--- src/rtl/isp_pkg.sv ---
// Shared widths, default frame geometry, FSM encodings and the bounding-box
// record used by the binary ISP statistics blocks.
package isp_pkg;

  localparam int XW           = 11;  // x coordinate width
  localparam int YW           = 10;  // y coordinate width
  localparam int AW           = 20;  // saturating area counter width
  localparam int DEF_IMG_W    = 640;
  localparam int DEF_IMG_H    = 480;
  localparam int DEF_MIN_AREA = 64;

  // Frame FSM encodings, exported on dbg_state
  localparam logic [1:0] ST_WAIT_SOF = 2'd0;
  localparam logic [1:0] ST_ACCUM    = 2'd1;
  localparam logic [1:0] ST_LATCH    = 2'd2;

  typedef struct packed {
    logic [XW-1:0] x_min;
    logic [XW-1:0] x_max;
    logic [YW-1:0] y_min;
    logic [YW-1:0] y_max;
    logic [AW-1:0] area;
  } bbox_t;

  // Accumulator start value: min at all-ones, max and area at zero
  localparam bbox_t BBOX_INIT = '{x_min: '1, x_max: '0, y_min: '1, y_max: '0, area: '0};

endpackage

--- src/rtl/frame_pos_counter.sv ---
// Registers the incoming binary stream once, detects vsync rise / href fall on
// the registered copies, tracks pixel coordinates and flags foreground pixels
// that fall inside the active window with accumulation enabled.
module frame_pos_counter
  import isp_pkg::*;
#(
  parameter int IMG_W = DEF_IMG_W,
  parameter int IMG_H = DEF_IMG_H
) (
  input  logic          clk,
  input  logic          rst_n,
  input  logic          vsync,
  input  logic          href,
  input  logic          clken,
  input  logic          bit_in,
  input  logic          en,
  output logic          vs_rise,
  output logic          pix_fg,
  output logic [XW-1:0] x,
  output logic [YW-1:0] y
);

  localparam logic [XW-1:0] X_LIM = XW'(IMG_W);
  localparam logic [YW-1:0] Y_LIM = YW'(IMG_H);

  logic vs_r, vs_d, hr_r, hr_d, ck_r, bit_r, en_r;
  logic hr_fall, pix_qual, accept;

  // Single register stage on every stream input, plus one more on the syncs for edges
  always_ff @(posedge clk or negedge rst_n) begin
    if (!rst_n) begin
      vs_r  <= 1'b0;
      vs_d  <= 1'b0;
      hr_r  <= 1'b0;
      hr_d  <= 1'b0;
      ck_r  <= 1'b0;
      bit_r <= 1'b0;
      en_r  <= 1'b0;
    end else begin
      vs_r  <= vsync;
      vs_d  <= vs_r;
      hr_r  <= href;
      hr_d  <= hr_r;
      ck_r  <= clken;
      bit_r <= bit_in;
      en_r  <= en;
    end
  end

  assign vs_rise  = vs_r & ~vs_d;
  assign hr_fall  = ~hr_r & hr_d;
  // A qualified pixel strobe inside a line; pixels during vsync never count
  assign pix_qual = hr_r & ck_r & ~vs_r;
  assign accept   = pix_qual & (x < X_LIM) & (y < Y_LIM);
  assign pix_fg   = accept & en_r & bit_r;

  // Column counter: restarts every line, saturates rather than wrapping
  always_ff @(posedge clk or negedge rst_n) begin
    if (!rst_n) begin
      x <= '0;
    end else if (vs_rise || hr_fall) begin
      x <= '0;
    end else if (pix_qual && (x != '1)) begin
      x <= x + 1'b1;
    end
  end

  // Row counter: advances at the end of each line, restarts at frame boundary
  always_ff @(posedge clk or negedge rst_n) begin
    if (!rst_n) begin
      y <= '0;
    end else if (vs_rise) begin
      y <= '0;
    end else if (hr_fall && (y != '1)) begin
      y <= y + 1'b1;
    end
  end

endmodule

--- src/rtl/binary_bbox_stat.sv ---
// Per-frame bounding box and area of foreground pixels in a binary stream.
// Results of a frame are published at the following vsync rise with a
// one-cycle o_valid strobe; the partial frame seen after reset is discarded.
module binary_bbox_stat
  import isp_pkg::*;
#(
  parameter int IMG_W    = DEF_IMG_W,
  parameter int IMG_H    = DEF_IMG_H,
  parameter int MIN_AREA = DEF_MIN_AREA
) (
  input  logic          pixelclk,
  input  logic          rst_n,
  input  logic          en,
  input  logic          post_frame_vsync,
  input  logic          post_frame_href,
  input  logic          post_frame_clken,
  input  logic          post_img_Bit,
  output logic [XW-1:0] o_x_min,
  output logic [XW-1:0] o_x_max,
  output logic [YW-1:0] o_y_min,
  output logic [YW-1:0] o_y_max,
  output logic [AW-1:0] o_area,
  output logic          o_found,
  output logic          o_valid,
  output logic [1:0]    dbg_state
);

  localparam logic [AW-1:0] MIN_A = AW'(MIN_AREA);

  logic          vs_rise, pix_fg;
  logic [XW-1:0] x;
  logic [YW-1:0] y;
  logic [1:0]    state;
  bbox_t         acc;
  logic          publish;

  frame_pos_counter #(.IMG_W(IMG_W), .IMG_H(IMG_H)) u_pos (
    .clk    (pixelclk),
    .rst_n  (rst_n),
    .vsync  (post_frame_vsync),
    .href   (post_frame_href),
    .clken  (post_frame_clken),
    .bit_in (post_img_Bit),
    .en     (en),
    .vs_rise(vs_rise),
    .pix_fg (pix_fg),
    .x      (x),
    .y      (y)
  );

  // Only a frame boundary seen while accumulating closes a complete frame
  assign publish   = vs_rise && (state == ST_ACCUM);
  assign dbg_state = state;

  // Frame FSM: skip the partial frame after reset, then alternate ACCUM/LATCH
  always_ff @(posedge pixelclk or negedge rst_n) begin
    if (!rst_n) begin
      state <= ST_WAIT_SOF;
    end else begin
      case (state)
        ST_WAIT_SOF: if (vs_rise) state <= ST_ACCUM;
        ST_ACCUM:    if (vs_rise) state <= ST_LATCH;
        ST_LATCH:    state <= ST_ACCUM;
        default:     state <= ST_WAIT_SOF;
      endcase
    end
  end

  // Min/max/area accumulation; every frame boundary restarts from the init value
  always_ff @(posedge pixelclk or negedge rst_n) begin
    if (!rst_n) begin
      acc <= BBOX_INIT;
    end else if (vs_rise) begin
      acc <= BBOX_INIT;
    end else if (pix_fg) begin
      if (x < acc.x_min) acc.x_min <= x;
      if (x > acc.x_max) acc.x_max <= x;
      if (y < acc.y_min) acc.y_min <= y;
      if (y > acc.y_max) acc.y_max <= y;
      if (acc.area != '1) acc.area <= acc.area + 1'b1;
    end
  end

  // Result latch: loaded on entry to LATCH so o_valid is high for the LATCH cycle
  always_ff @(posedge pixelclk or negedge rst_n) begin
    if (!rst_n) begin
      o_x_min <= '0;
      o_x_max <= '0;
      o_y_min <= '0;
      o_y_max <= '0;
      o_area  <= '0;
      o_found <= 1'b0;
      o_valid <= 1'b0;
    end else begin
      o_valid <= publish;
      if (publish) begin
        if (acc.area == '0) begin
          o_x_min <= '0;
          o_x_max <= '0;
          o_y_min <= '0;
          o_y_max <= '0;
        end else begin
          o_x_min <= acc.x_min;
          o_x_max <= acc.x_max;
          o_y_min <= acc.y_min;
          o_y_max <= acc.y_max;
        end
        o_area  <= acc.area;
        o_found <= (acc.area >= MIN_A);
      end
    end
  end

endmodule

--- config.mk ---
export PLATFORM = sky130hd
export DESIGN_NAME = binary_bbox_stat
export DESIGN_NICKNAME = d
export VERILOG_FILES = /design/src/rtl/isp_pkg.sv /design/src/rtl/frame_pos_counter.sv /design/src/rtl/binary_bbox_stat.sv
export SDC_FILE = /design/constraint.sdc
export NUM_CORES = 1
export LEC_CHECK = 0
export CORE_ASPECT_RATIO = 0.5
export CORE_MARGIN = 3
export CORE_UTILIZATION = 58
export CTS_CLUSTER_DIAMETER = 40
export DETAILED_ROUTE_END_ITERATION = 12
export PLACE_DENSITY_LB_ADDON = 0.3
export SLEW_MARGIN = 20
export SYNTH_ARGS = -nofsm -noshare
export SYNTH_HDL_FRONTEND = slang
export SYNTH_HIERARCHICAL = 1
export SYNTH_SLANG_ARGS = --single-unit
--- constraint.sdc ---
create_clock -name pixelclk -period 2.9 [get_ports pixelclk]
set_input_delay 0.435 -clock pixelclk [delete_from_list [all_inputs] [get_ports pixelclk]]
set_output_delay 0.435 -clock pixelclk [all_outputs]
set_load 0.03 [all_outputs]
==> results of run 1 <==
layout by cell type (no fill, tap or decap), types with 13 or more instances in the layout:
cell and instances:
dfrtp_1 135, nand2_1 119, clkdlybuf4s50_1 71, inv_1 52, nor2_1 44, ha_1 44
a22o_1 42, mux2i_1 34, o211ai_1 28, buf_4 22, dfstp_2 21, clkbuf_16 17
a21oi_1 14, nand3_1 14, o21ai_0 14, nand4_1 13
cell families (layout without fill, tap and decap cells):
logic type | count (synthesis) | in the layout | share of synthesized area
xor gates and xnor gates | 13 | 13 | 0.01463
buffers and inverters | 91 | 182 | 0.04744
adders and majority gates | 44 | 44 | 0.07075
AOI/OAI and AO/OA | 154 | 154 | 0.1521
DFF | 156 | 156 | 0.5051
muxes | 38 | 38 | 0.04953
and+or+nand+nor | 254 | 254 | 0.1605
state kept, by name, summed over array words and instances, names as in the netlist, 2 cells and up:
register	count
acc	62
o_area	20
o_x_max	11
o_x_min	11
u_pos/x	11
o_y_max	10
o_y_min	10
u_pos/y	10
dbg_state	2
layer usage:
metal  global-route usage  vias up  wire [um]
li1                     -     2828          -
met1               0.3347     2981       7929
met3              0.05275       30        808
met4              0.08605        0        314
met2               0.4272      171       8643
met5                    0        -          0
power groups by stage:
stage                     clock network, mW  logic, mW  registers [mW]
after floorplan                           0      0.380            2.88
after global placement                    0       1.17            2.58
after detailed placement                  0       1.20            2.59
after CTS                              2.39       1.21            2.56
after global routing                   2.50       1.29            2.59
final                                  2.38       1.20            2.56
final timing paths:
kind	from	to	slack, ns	cells past startpoint
setup / recovery	u_pos/x[7]$_DFFE_PN0P_	acc[19]$_DFFE_PN0P_	0.29	8
hold / removal	rst_n	o_area[4]$_DFFE_PN0P_	0.03	1
setup reg to reg	u_pos/x[7]$_DFFE_PN0P_	acc[19]$_DFFE_PN0P_	0.29	8
hold reg to reg	u_pos/vs_r$_DFF_PN0_	u_pos/vs_d$_DFF_PN0_	0.42	0
max in group asynchronous	rst_n	acc[59]$_DFFE_PN1P_	2.14	2
min in group pixelclk	u_pos/vs_r$_DFF_PN0_	u_pos/vs_d$_DFF_PN0_	0.42	0
layout make-up:
class | count | share of cell area
clock inverters | 13 | 0.01888
inverters | 54 | 0.02154
well taps | 170 | 0.02261
repair buffers | 96 | 0.09854
clock buffers | 19 | 0.04814
multi-input cells | 503 | 0.3726
flip-flops and latches | 156 | 0.4177
critical path, delay by kind of cell, from the launching register on:
kind / cells / cell delay, ns
compound gates: 1 / 0.23
buf+inv: 1 / 0.18
flops: 1 / 0.50
mux: 1 / 0.38
simple gates: 5 / 1.19
stage by stage:
stage	hold slack (ns)	utilization	total power [mW]	cell area, um2
2_1_floorplan	0.1394	-	3.256	7781
3_3_place_gp	0.3903	0.6814	3.755	8777
3_5_place_dp	0.4028	0.6814	3.794	8777
4_1_cts	0.06000	0.7304	6.165	9408
5_1_grt	0.07784	0.7305	6.384	9409
6_report	0.03349	0.7305	6.137	9409
==> results.md, run 1 <==
- Buffers added to address setup during post-CTS repair amount to 0.
- After clock tree synthesis, the repair step resized 0 gates.
- The mean cell area of the mapped netlist is 10.37 um2.
- The number of top-level design ports is 73.
- The share of total power dissipated in sequential elements is 0.417.
- The number of violations of the max-capacitance limit is 0.
- Setup violations remaining at the end of the flow were counted as 0.
- Synthesis produced a netlist with a net count of 801.
- TritonCTS built the clock tree.
- The kind of end point of the critical path is a flip-flop.
- The most numerous cell on the critical path is nand4_1.
- The count of nets left with antenna violations once routing finished came out at 0.
- The latest clock arrival within the worst-skew pair is 0.42 ns.
- The total negative slack is 0 ns.
- The clock drives 156 sinks.
- The flow ran to the end, and the final reports show no timing, DRC or antenna violations.
- The count of yosys warnings during synthesis is 6.
- The worst slew margin relative to its limit is 0.5368.
- The violation count after the first detailed-routing iteration is 440.
- The most used flip-flop cell after synthesis is dfrtp_1.
- The synthesized cell area is 0.007781 mm2.
- The share of synthesized flip-flops with an asynchronous set or reset is 1.000.
- In this run, synthesis produced a sequential element count of 156.
- The proportion of power drawn by combinational gates is 0.195.
- Ranked by total cell area, the synthesized netlist is headed by dfrtp_1 (43%), dfstp_2 (7.1%), ha_1 (7.1%), nand2_1 (5.7%), a22o_1 (4.7%).
- Setup slack closes at 0.2899 ns.
- The number of failing hold endpoints at the final stage is 0.
- STA puts the critical path data required time at 3.21 ns.
- The most repeated cell in the gate-level netlist after synthesis is dfrtp_1.
- In this run the worst path has a maximum fanout of 10.
- The netlist uses 70 different library cells.
- In this design, the stage delay of the slowest critical-path cell is 0.50 ns.
- The net switching power is 1.819 mW.
- The fraction of the yosys area taken by sequential cells is 0.5051.
- The final RePlAce weighted congestion is 0.8764.
- The peak supply drop is 0.0005042 V.
- The initial antenna violation count is 0.
- The TritonCTS buffer count is 17.
- The share of layout cells above drive strength 1 is 0.1213.
- The starting density of the core is 0.6041.
- The die is 169.8 um wide.
- The worst slack after detailed placement is 0.3353 ns.
- The max-slew violation total from the final report came to 0.
- The arrival time reported for the critical path endpoint is 2.92 ns.
- Clock tree synthesis selected as its root buffer the cell clkbuf_16.
- The floorplan step defined a die boundary enclosing 0.01493 mm2.
- The largest net degree at the start of global routing is 75.
- After clock tree synthesis, the clock-pin slew on the worst setup and hold paths is 0.07 ns.
- The final-stage net count is 879.
- Of the available clock period, the critical path in the final layout requires 0.9000.
- The worst min-delay path class is input port to async pin.
- The height of the die is 87.90 um.
- Walking the worst path, the cells encountered are o21ai_0 -> nand4_1 -> nor3_1 -> buf_4 -> or2_2 -> nand4_1 -> nor4b_1 -> mux2_2.
- Summing all flip-flop and latch instances after layout gives 0.003930 mm2.
- After floorplanning, the core was divided into 29 placement rows.
- The post-route minimum period is 2.610 ns.
- The count of input and output buffers is 72.
- The analysis attributes to cell leakage a power of 4.415 nW.
- The slew at the pin closest to its max-slew limit is 0.6948 ns.
- The H-tree generated during clock tree synthesis spans 4 levels.
- Cell internal power was estimated by the tool at 4.318 mW.
- The slowest cell on the critical path is dfrtp_1.
- The post-layout instance count excluding filler cells is 1011.
- No sink is reached through more buffers than the 2 on the longest clock path.
- The share of the synthesized area in the top cell type is 0.4342.
- On the final layout, the worst clock skew is 0.01470 ns.
- The detailed-route via count is 6010.
- Synthesis handed over a netlist of 750 instances.
- The remaining design rule violation count is 0.
- The first global-routing pass estimated 30200 um of wire.
- The overall global routing resource usage is 0.2538.
- Including well taps, the total number of placed cells is 979.
- The number of enable-type register cells in the synthesized netlist is 0.
- Static timing analysis puts the maximum clock frequency at 383.1 MHz.
- Setup repair after global routing left no endpoint under its margin.
- For this run, the detailed router's first-pass iteration total came to 5.
- The number of global-route vias before repair is 6050.
- Of the total power, the share spent switching nets is 0.2964.
- From synthesis to final layout, the design area changed by 20.92%.
- The number of buffers inserted for hold repair after clock tree synthesis is 0.
- The library cell occupying the most area in the post-synthesis netlist is dfrtp_1.
- The diode insertion count for antenna repair is 0.
- The routed length per placed instance is 17.50 um.
- By count the netlist is led by dfrtp_1 (135), nand2_1 (119), inv_1 (52).
- The core region is 0.01288 mm2.
- After global routing the overflow that remains totals 0.
- Wires add up to 17700 um.
- Power spread over the standard cell area amounts to 652.3 mW/mm2.
- The HPWL reported at the end of detailed placement is 12120 um.
- Of the total power, the clock network draws 0.387.
- Counting the fill cells in the layout gives 877.
- Using the TritonRoute via totals, the vias-per-cell ratio works out to 5.945.
- The critical path startpoint category is a flip-flop.
- The area used by multi-input combinational logic is 0.003506 mm2.
- The critical path is of the flip-flop to flip-flop type.
(Power assumes the default switching activity.)
==> run 2: changes to the inputs <==
RECOVER_POWER = 50   (was unset)
==> results.md, run 2 (synthesis gave the netlist of run 1 again) <==
- The height of the die is 87.90 um.
- Clock-pin slew was measured on the worst setup and hold paths at 0.07 ns.
- The H-tree was split into 4 levels.
- The arrival time reported for the critical path endpoint is 2.94 ns.
- The number of flip-flops under the largest register name is 62.
- The number of global-route vias before repair came to 6050.
- The worst-case IR drop observed on VDD is 0.0005056 V.
- The detailed-route via count is 6023.
- The largest net degree at the start of global routing is 75.
- The antenna violation net count after detailed routing is 0.
- The clock tree root buffer cell is clkbuf_16.
- The worst min-delay path class is flip-flop to flip-flop.
- The required time of the worst setup path is 3.21 ns.
- The overall global routing resource usage is 0.2538.
- The share of the clock period used by the worst path after layout is 0.9065.
- The maximum clock frequency is 380.4 MHz.
- The worst reg-to-reg setup slack is 0.27 ns.
- The global-route wire length before repair is 30200 um.
- The total die area is 0.01493 mm2.
- The diode insertion count for antenna repair is 0.
- In this run the static leakage power is 4.470 nW.
- The congestion estimate from routability-driven global placement came to 0.8764.
- The post-placement cell count is 979.
- On the critical path, the stage with the largest delay is an instance of dfrtp_1.
- Setup repair after global routing left no endpoint under its margin.
- The latest clock arrival within the worst-skew pair is 0.42 ns.
- The clock skew after layout is 0.01333 ns.
- The clock sink total is 156.
- The die is 169.8 um wide.
- After detailed routing, the total wire length is 17670 um.
- The register with the most flip-flops is acc.
- The worst slew margin relative to its limit is -0.2350.
- The most numerous cell on the critical path is nand4_1.
- In the layout the commonest cells are dfrtp_1 (135), nand2_1 (119), inv_1 (52).
- The HPWL reported at the end of detailed placement is 12120 um.
- For the finished layout, the period the worst path requires is 2.629 ns.
- The final setup violation count is 0.
- The initial antenna violation count came to 0.
- The share of layout cells above drive strength 1 is 0.1189.
- The floorplan step defined a core boundary enclosing 0.01288 mm2.
- The critical path is of the flip-flop to flip-flop type.
- For this configuration, the core starts out at a cell density of 0.6041.
- The number of top-level design ports is 73.
- The site row count is 29.
- The final global-route overflow total is 0.
- The slew at the pin closest to its max-slew limit is 1.852 ns.
- The flow ran to the end, but the final reports show violations.
- TritonCTS built the clock tree.
- The checks that failed: capacitance limit, slew limit.
- From synthesis to final layout, the design area changed by 20.53%.
- The clock passes through at most 2 buffers.
- STA classifies the critical path startpoint as a flip-flop.
- The first detailed-routing pass took 5 iterations.
- In the final design database the tool counted 879 nets.
- The library cell used most frequently in the layout, excluding fill and tap cells, is dfrtp_1.
- Power spread over the standard cell area amounts to 652.5 mW/mm2.
- The first routing iteration left 410 violations.
- After detailed routing, the number of remaining DRC violations is 0.
- The max-slew violation total from the final report is 74.
- In the final timing run, aggregate negative setup slack is 0 ns.
- The kind of end point of the critical path is a flip-flop.
- In this run the worst path has a maximum fanout of 10.
- The TritonCTS buffer count is 17.
- The maximum cell stage delay along the critical path is 0.50 ns.
- Dividing the detail-routed wire length by the instance count gives 17.47 um.
- The count of cells in the finished layout, fillers not included, comes to 1011.
- Using the TritonRoute via totals, the vias-per-cell ratio works out to 5.957.
- The total power draw is 6.120 mW.
- Max-cap violations in this run came to 1.
- Input and output buffers added on the ports amount to 72.
- The critical path goes through o21ai_0 -> nand4_1 -> nor3_1 -> buf_4 -> or2_2 -> nand4_1 -> nor4b_1 -> mux2_2.
- The largest registers in the layout are acc: 62 flops, o_area: 20 flops.
- The number of failing hold endpoints at the final stage came to 0.
- The number of setup buffers added after CTS is 0.
## run 2: report_power, final
group          switching [mW]  internal, mW  leakage, nW  total (mW)
Sequential              0.163          2.40         2.05        2.56
Combinational           0.699         0.485         2.12        1.18
Clock                   0.954          1.42        0.303        2.38
Total                    1.82          4.30         4.47        6.12
## run 2: timing repair
item	in CTS	in global routing
endpoints found under the setup margin	0	5
hold buffers	0	0
gates resized for setup	0	1
endpoints found under the hold margin	0	0
## run 2: path summary, 6_finish.rpt
path / startpoint / endpoint / depth (start not counted)
worst min-delay path: u_pos/vs_r$_DFF_PN0_ / u_pos/vs_d$_DFF_PN0_ / 0
worst max register to register: u_pos/x[8]$_DFFE_PN0P_ / acc[19]$_DFFE_PN0P_ / 8
min in group asynchronous: rst_n / o_area[4]$_DFFE_PN0P_ / 1
worst min register to register: u_pos/vs_r$_DFF_PN0_ / u_pos/vs_d$_DFF_PN0_ / 0
max in group asynchronous: rst_n / acc[44]$_DFFE_PN0P_ / 2
worst max-delay path: u_pos/x[8]$_DFFE_PN0P_ / acc[19]$_DFFE_PN0P_ / 8
## run 2: layout make-up
type                    count  area (um2)
well taps                 170       212.7
fillers                   883        3502
inverters                  54       202.7
clock inverters            13       177.7
flip-flops and latches    156        3930
clock buffers              19       452.9
multi-input cells         503        3503
repair buffers             96       899.6
## run 2: critical path: cells and delay by family (launching register included)
| family | cells | cell delay [ns] |
|---|---|---|
| mux | 1 | 0.38 |
| buf+inv | 1 | 0.18 |
| flops | 1 | 0.50 |
| compound gates | 1 | 0.23 |
| simple gates | 5 | 1.21 |
## run 2: metrics by stage
stage	setup WS, ns	util	hold slack (ns)	area (um2)
3_3_place_gp	0.4333	0.6814	0.3903	8777
3_5_place_dp	0.3353	0.6814	0.4028	8777
5_1_grt	0.05769	0.7281	0.4627	9379
2_1_floorplan	0.2704	-	0.1394	7781
4_1_cts	0.2998	0.7304	0.06000	9408
6_report	0.2712	0.7281	0.4263	9379
## run 2: layer usage
metal	GRT usage	vias up	wire, um
met5	0	-	0
met4	0.08605	0	311
met3	0.05275	27	704
met2	0.4272	150	8703
met1	0.3347	3018	7946
li1	-	2828	-
==> run 3: changes to the inputs <==
SKIP_LAST_GASP = 1   (was unset)
==> results of run 3 <==
No change in the layout: final DEF, timing and power equal those of run 2.
